## src/rtl/fifo_arb_pkg.sv

```systemverilog
// Shared types and helpers for the FIFO write-side arbiter and its round-robin picker.
package fifo_arb_pkg;

    typedef enum logic [0:0] {
        ARB_IDLE = 1'b0,
        ARB_LOCK = 1'b1
    } arb_state_e;

    localparam int RR_MAX_REQ = 8;
    localparam int RR_IDX_W   = 3;

    // First set bit of valid_vec after last, wrapping modulo n; returns last when none is set.
    function automatic logic [RR_IDX_W-1:0] rr_next(
        input logic [RR_IDX_W-1:0]   last,
        input logic [RR_MAX_REQ-1:0] valid_vec,
        input int unsigned           n
    );
        logic [RR_IDX_W-1:0] pick;
        logic [RR_IDX_W-1:0] idx;
        logic                found;
        pick  = last;
        found = 1'b0;
        for (int unsigned i = 1; i <= RR_MAX_REQ; i++) begin
            idx = RR_IDX_W'((32'(last) + i) % n);
            if ((i <= n) && !found && valid_vec[idx]) begin
                pick  = idx;
                found = 1'b1;
            end
        end
        return pick;
    endfunction

endpackage

```

## src/rtl/rr_pick.sv

```systemverilog
// Combinational round-robin picker: first valid requester after 'last', wrapping.
// Kept generic so the read-side scheduler can reuse it.
module rr_pick
    import fifo_arb_pkg::*;
#(
    parameter int N_REQ = 4,
    parameter int ID_W  = $clog2(N_REQ)
) (
    input  logic [N_REQ-1:0] valid,
    input  logic [ID_W-1:0]  last,
    output logic [ID_W-1:0]  idx,
    output logic             any_valid
);

    logic [RR_MAX_REQ-1:0] valid_ext_s;
    logic [RR_IDX_W-1:0]   last_ext_s;

    // Widen operands to the helper's fixed sizes and pick the next index.
    always_comb begin
        valid_ext_s            = {RR_MAX_REQ{1'b0}};
        last_ext_s             = {RR_IDX_W{1'b0}};
        valid_ext_s[N_REQ-1:0] = valid;
        last_ext_s[ID_W-1:0]   = last;
        idx                    = ID_W'(rr_next(last_ext_s, valid_ext_s, N_REQ));
        any_valid              = |valid;
    end

endmodule

```

## src/rtl/fifo_wr_arbiter.sv

```systemverilog
// Round-robin arbiter with burst lock sharing one synchronous-FIFO write port
// among N_REQ requesters; never asserts fifo_wr_en while fifo_full is high.
module fifo_wr_arbiter
    import fifo_arb_pkg::*;
#(
    parameter  int DATA_WIDTH = 32,
    parameter  int N_REQ      = 4,
    parameter  int MAX_BURST  = 4,
    localparam int ID_W       = $clog2(N_REQ)
) (
    input  logic                        clk,
    input  logic                        rst_n,
    input  logic [N_REQ-1:0]            req_valid,
    input  logic [N_REQ*DATA_WIDTH-1:0] req_data,
    output logic [N_REQ-1:0]            req_ready,
    input  logic                        fifo_full,
    output logic                        fifo_wr_en,
    output logic [DATA_WIDTH-1:0]       fifo_din,
    output logic [ID_W-1:0]             grant_id,
    output logic                        busy
);

    // One extra bit so the last-beat compare never sees a wrapped count.
    localparam int                CNT_W     = $clog2(MAX_BURST) + 1;
    localparam logic [CNT_W-1:0]  LAST_BEAT = CNT_W'(MAX_BURST - 1);
    localparam logic [ID_W-1:0]   LAST_IDX  = ID_W'(N_REQ - 1);

    arb_state_e            state_r;
    arb_state_e            state_nxt_s;
    logic [ID_W-1:0]       owner_r;
    logic [ID_W-1:0]       owner_nxt_s;
    logic [ID_W-1:0]       last_owner_r;
    logic [ID_W-1:0]       last_owner_nxt_s;
    logic [CNT_W-1:0]      burst_cnt_r;
    logic [CNT_W-1:0]      burst_cnt_nxt_s;
    logic [ID_W-1:0]       pick_idx_s;
    logic                  pick_any_s;
    logic                  owner_valid_s;
    logic [DATA_WIDTH-1:0] owner_data_s;

    rr_pick #(
        .N_REQ (N_REQ),
        .ID_W  (ID_W)
    ) u_rr_pick (
        .valid     (req_valid),
        .last      (last_owner_r),
        .idx       (pick_idx_s),
        .any_valid (pick_any_s)
    );

    assign owner_valid_s = req_valid[owner_r];
    assign owner_data_s  = req_data[int'(owner_r)*DATA_WIDTH +: DATA_WIDTH];

    // Next-state logic and write-port outputs; outputs are quiet outside LOCK.
    always_comb begin
        state_nxt_s      = state_r;
        owner_nxt_s      = owner_r;
        last_owner_nxt_s = last_owner_r;
        burst_cnt_nxt_s  = burst_cnt_r;
        req_ready        = {N_REQ{1'b0}};
        fifo_wr_en       = 1'b0;
        fifo_din         = {DATA_WIDTH{1'b0}};
        grant_id         = {ID_W{1'b0}};
        busy             = 1'b0;
        case (state_r)
            ARB_IDLE: begin
                if (pick_any_s) begin
                    state_nxt_s     = ARB_LOCK;
                    owner_nxt_s     = pick_idx_s;
                    burst_cnt_nxt_s = {CNT_W{1'b0}};
                end else begin
                    state_nxt_s     = ARB_IDLE;
                end
            end
            ARB_LOCK: begin
                busy               = 1'b1;
                grant_id           = owner_r;
                fifo_din           = owner_data_s;
                req_ready[owner_r] = ~fifo_full;
                fifo_wr_en         = owner_valid_s & ~fifo_full;
                if (!owner_valid_s) begin
                    // Owner dropped valid: give the port up without a beat.
                    state_nxt_s      = ARB_IDLE;
                    last_owner_nxt_s = owner_r;
                end else if (!fifo_full) begin
                    if (burst_cnt_r == LAST_BEAT) begin
                        state_nxt_s      = ARB_IDLE;
                        last_owner_nxt_s = owner_r;
                    end else begin
                        burst_cnt_nxt_s  = burst_cnt_r + CNT_W'(1);
                    end
                end else begin
                    // FIFO full: stall with the grant and count held.
                    state_nxt_s      = ARB_LOCK;
                end
            end
            default: begin
                state_nxt_s = ARB_IDLE;
            end
        endcase
    end

    // State, owner and burst counter; reset abandons any burst in progress.
    always_ff @(posedge clk) begin
        if (!rst_n) begin
            state_r      <= ARB_IDLE;
            owner_r      <= {ID_W{1'b0}};
            last_owner_r <= LAST_IDX;
            burst_cnt_r  <= {CNT_W{1'b0}};
        end else begin
            state_r      <= state_nxt_s;
            owner_r      <= owner_nxt_s;
            last_owner_r <= last_owner_nxt_s;
            burst_cnt_r  <= burst_cnt_nxt_s;
        end
    end

endmodule

```

## config.mk

```make
export PLATFORM = sky130hd
export DESIGN_NAME = fifo_wr_arbiter
export DESIGN_NICKNAME = d
export VERILOG_FILES = /design/src/rtl/fifo_arb_pkg.sv /design/src/rtl/rr_pick.sv /design/src/rtl/fifo_wr_arbiter.sv
export SDC_FILE = /design/constraint.sdc
export NUM_CORES = 1
export LEC_CHECK = 0
export CORE_AREA = 2 2 76 78
export CTS_CLUSTER_DIAMETER = 30
export DETAILED_ROUTE_END_ITERATION = 16
export DIE_AREA = 0 0 78 80
export HOLD_SLACK_MARGIN = 0.06
export PLACE_DENSITY = 0.84
export SYNTH_ARGS = -nofsm -noshare
export SYNTH_HDL_FRONTEND = slang
export SYNTH_SLANG_ARGS = --single-unit
```

## constraint.sdc

```tcl
create_clock -name clk -period 6 [get_ports clk]
set_input_delay 1.2 -clock clk [delete_from_list [all_inputs] [get_ports clk]]
set_output_delay 1.2 -clock clk [all_outputs]
set_load 0.02 [all_outputs]
```

==> results.md <==
- The run finished with clean final reports.
- After detailed routing, the total wire length is 6.85 mm.
- Static timing analysis puts the maximum clock frequency at 241 MHz.
- The number of pins exceeding their max-slew limit in the final report was 0.
- The post-route netlist has 13.6% of its cells at a drive strength greater than 1.
- The number of nets handed over by synthesis was 289.
- The final-report hold violation count is 0.
- The endpoint type of the worst setup path is an output port.
- The maximum vdd drop is 173 uV.
- The die extent in y is 80 um.
- The count of nets after finishing is 455.
- The path class of the lowest-slack min-delay path is flip-flop to flip-flop.
- sky130_fd_sc_hd__mux4_2 takes more of the synthesized area than any other cell.
- The final antenna-violating net count is 0.
- The clock latency reported for the late side of the worst-skew pair is 0.23 ns.
- The number of clock buffers inserted by TritonCTS is 3.
- TritonCTS built the clock tree.
- The cell row count is 27.
- The kind of launch point of the worst setup path is an input pin.
- In this design, the stage delay of the slowest critical-path cell is 0.54 ns.
- The first TritonRoute pass finished after 4 iterations.
- During I/O placement, the number of pins put on the boundary was 175.
- Global routing consumed, over all layers together, 21.2% of the routing resources.
- After clock tree synthesis, the clock-pin slew on the worst setup and hold paths is 0.04 ns.
- The floorplan step defined a die boundary enclosing 6240 sq um.
- The DRC marker count from the first detailed-route iteration is 62.
- In this run the power density over the cells is 134 nW/um^2.
- The predominant post-synthesis flop cell is sky130_fd_sc_hd__dfxtp_1.
- The setup skew after layout is 0.000184 ns.
- The proportion of netlist area held by the largest area contributor is 47.6%.
- The critical path contains buffers and inverters numbering 2 combined.
- The number of antenna violations at the first check in global routing came to 0.
- The core utilization of the finished layout is 62.6%.
- Summing every instance area after synthesis gives 1560 sq um.
- The placer congestion estimate is 0.874.
- The total negative slack is 0 ns.
- The number of vias after detailed routing is 1922.
- The count of warnings emitted by yosys is 0.
- The largest fanout on the critical path is 9.
- Of the available clock period, the critical path in the final layout requires 69.1%.
- Once the floorplan was initialized, standard cells occupied 28.9% of the core.
- For the finished layout, the period the worst path requires is 4.14 ns.
- The data arrival time at the worst-slack endpoint is 2.94 ns.
- In this run the number of H-tree levels came out at 1.
- The total power after layout is 0.454 mW.
- Summed over all layers, the global routing overflow is 0.
- The critical path is of the input pin to output port type.
- The worst slew margin relative to its limit is 37.6%.
- In this run the deepest clock path goes through 2 buffers.
- Entering global routing, the biggest net connects 41 pins.
- Hold repair after CTS inserted 0 buffers.
- Setup violations remaining at the end of the flow were counted as 0.
- The total core area is 5410 sq um.
- The proportion of synthesized chip area in sequential cells is 10.3%.
- The number of gates resized after cts is 0.
- The slew at the pin closest to its max-slew limit is 0.936 ns.
- The number of DRC violations after detailed routing is 0.
- Summed over all cells, the static leakage comes to 1.20 nW.
- In the post-synthesis netlist, the biggest area contributors are sky130_fd_sc_hd__mux4_2 48%, sky130_fd_sc_hd__and2_1 13%, sky130_fd_sc_hd__dfxtp_1 10%, sky130_fd_sc_hd__inv_1 1.7%, sky130_fd_sc_hd__nor2_1 1.7%.
- The number of synthesized flops with an enable pin is 0.
- The tree is rooted in a sky130_fd_sc_hd__clkbuf_8.
- The cell with the largest stage delay on the worst path is sky130_fd_sc_hd__clkdlybuf4s50_1.
- The cell count after synthesis came out at 152.
- Data on the critical path is required at its endpoint by 4.80 ns.
- The post-synthesis average cell area is 10.3 sq um.
- By count the netlist is led by 33 x sky130_fd_sc_hd__and2_1, 33 x sky130_fd_sc_hd__mux4_2, 8 x sky130_fd_sc_hd__dfxtp_1.
- The via count of the first global-routing pass is 2046.
- The reported max-cap violation count is 0.
- The buffer count from post-CTS setup fixing is 0.
- 0 antenna diodes ended up in the layout.
- The number of distinct library cells after synthesis is 34.
- Buffers placed on the I/O ports in this run total 174.
- The most numerous cell on the critical path is sky130_fd_sc_hd__clkdlybuf4s50_1.
- After detailed routing, the average wire length per cell comes to 17.7 um.
- The count of state elements after synthesis is 8.
- The kind of cell with the highest combined delay along the critical path is buffers and inverters.
- Setup repair after global routing left no endpoint under its margin.
- The global-route wire length before repair is 10.4 mm.
- The horizontal die dimension is 78 um.
- For this run, asynchronously set or reset flops after synthesis account for 0%.
- The per-cell via count in the routed design is 4.95.
- The half-perimeter wire length after placement is 5.74 mm.
- The total clock sinks is 8.
- The signal on the critical path passes through clkdlybuf4s50_1, mux4_2, nor2b_1, clkdlybuf4s50_1.
- Compared with the post-synthesis result, the final layout area differs by 117%.
through the flow:
stage          cells  hold WS, ns  cell area, sq um  worst slack (ns)
3_3_place_gp     385        0.535              3340              1.88
3_5_place_dp     385        0.545              3340              1.85
5_1_grt          388        0.604              3380              1.80
2_1_floorplan    152        0.518              1560              2.80
4_1_cts          388        0.554              3380              1.85
6_report         388        0.549              3380              1.86
final timing paths:
path	startpoint	endpoint	slack (ns)	depth (start not counted)
hold / removal	burst_cnt_r[0]$_SDFFE_PN0P_	burst_cnt_r[0]$_SDFFE_PN0P_	0.55	2
setup reg to reg	owner_r[0]$_SDFFE_PN0P_	burst_cnt_r[0]$_SDFFE_PN0P_	3.62	5
hold reg to reg	burst_cnt_r[0]$_SDFFE_PN0P_	burst_cnt_r[0]$_SDFFE_PN0P_	0.55	2
setup / recovery	req_valid[1]	fifo_wr_en	1.86	4
flip-flops by register name, summed over array words and instances (netlist names):
signal	flops
owner_r	2
state_r	1
burst_cnt_r	3
last_owner_r	2
power by group:
part	internal (mW)	leakage [nW]	switching (mW)	total (mW)
Clock	0.0435	0.0216	0.0215	0.0650
Sequential	0.0581	0.0663	0.0255	0.0836
Combinational	0.204	1.12	0.101	0.306
Total	0.306	1.20	0.148	0.454
cells in the final DEF, fill, tap and decap left out, drive strengths merged, types with 2 or more instances in the layout:
cell type	Yosys	layout
ha	2	2
nor3	4	4
mux4	33	33
a21oi	3	3
nor2b	3	3
dfxtp	8	8
and3	3	3
o311ai	2	2
clkdlybuf4s50	0	174
o21ai	8	8
and2	33	33
clkbuf	5	3
nand3	3	3
nand2b	4	4
inv	8	8
buf	10	2
nor2	7	7
o21a	3	3
cell families after synthesis:
| kind of cell | after synthesis | share of synthesized area (%) |
|---|---|---|
| muxes | 35 | 49.0 |
| and+or+nand+nor | 61 | 23.2 |
| DFF | 8 | 10.3 |
| adders and majority gates | 2 | 1.60 |
| buffers and inverters | 23 | 6.33 |
| AOI/OAI and AO/OA | 23 | 9.62 |
worst register-to-register path, stage by stage (launching register included):
cell,delay [ns]
sky130_fd_sc_hd__dfxtp_2,0.75
sky130_fd_sc_hd__buf_4,0.44
sky130_fd_sc_hd__mux4_2,0.31
sky130_fd_sc_hd__or3b_4,0.41
sky130_fd_sc_hd__and3_1,0.19
sky130_fd_sc_hd__o21a_1,0.17
layer usage:
metal  vias to the layer above  part of all wire [%]  GRT usage (%)
met4                         0                   2.0           5.79
li1                        914                     -              -
met2                        80                    54           40.3
met5                         -                     0              0
met1                       916                    36           23.4
met3                        12                   7.9           5.32
layout make-up:
cell class | count | area [sq um]
fillers | 453 | 2020
repair buffers | 176 | 1760
multi-input cells | 121 | 1300
flip-flops and latches | 8 | 163
well taps | 72 | 90.1
clock buffers | 3 | 41.3
inverters | 8 | 30.0
Power figures use the tool's default switching activity.
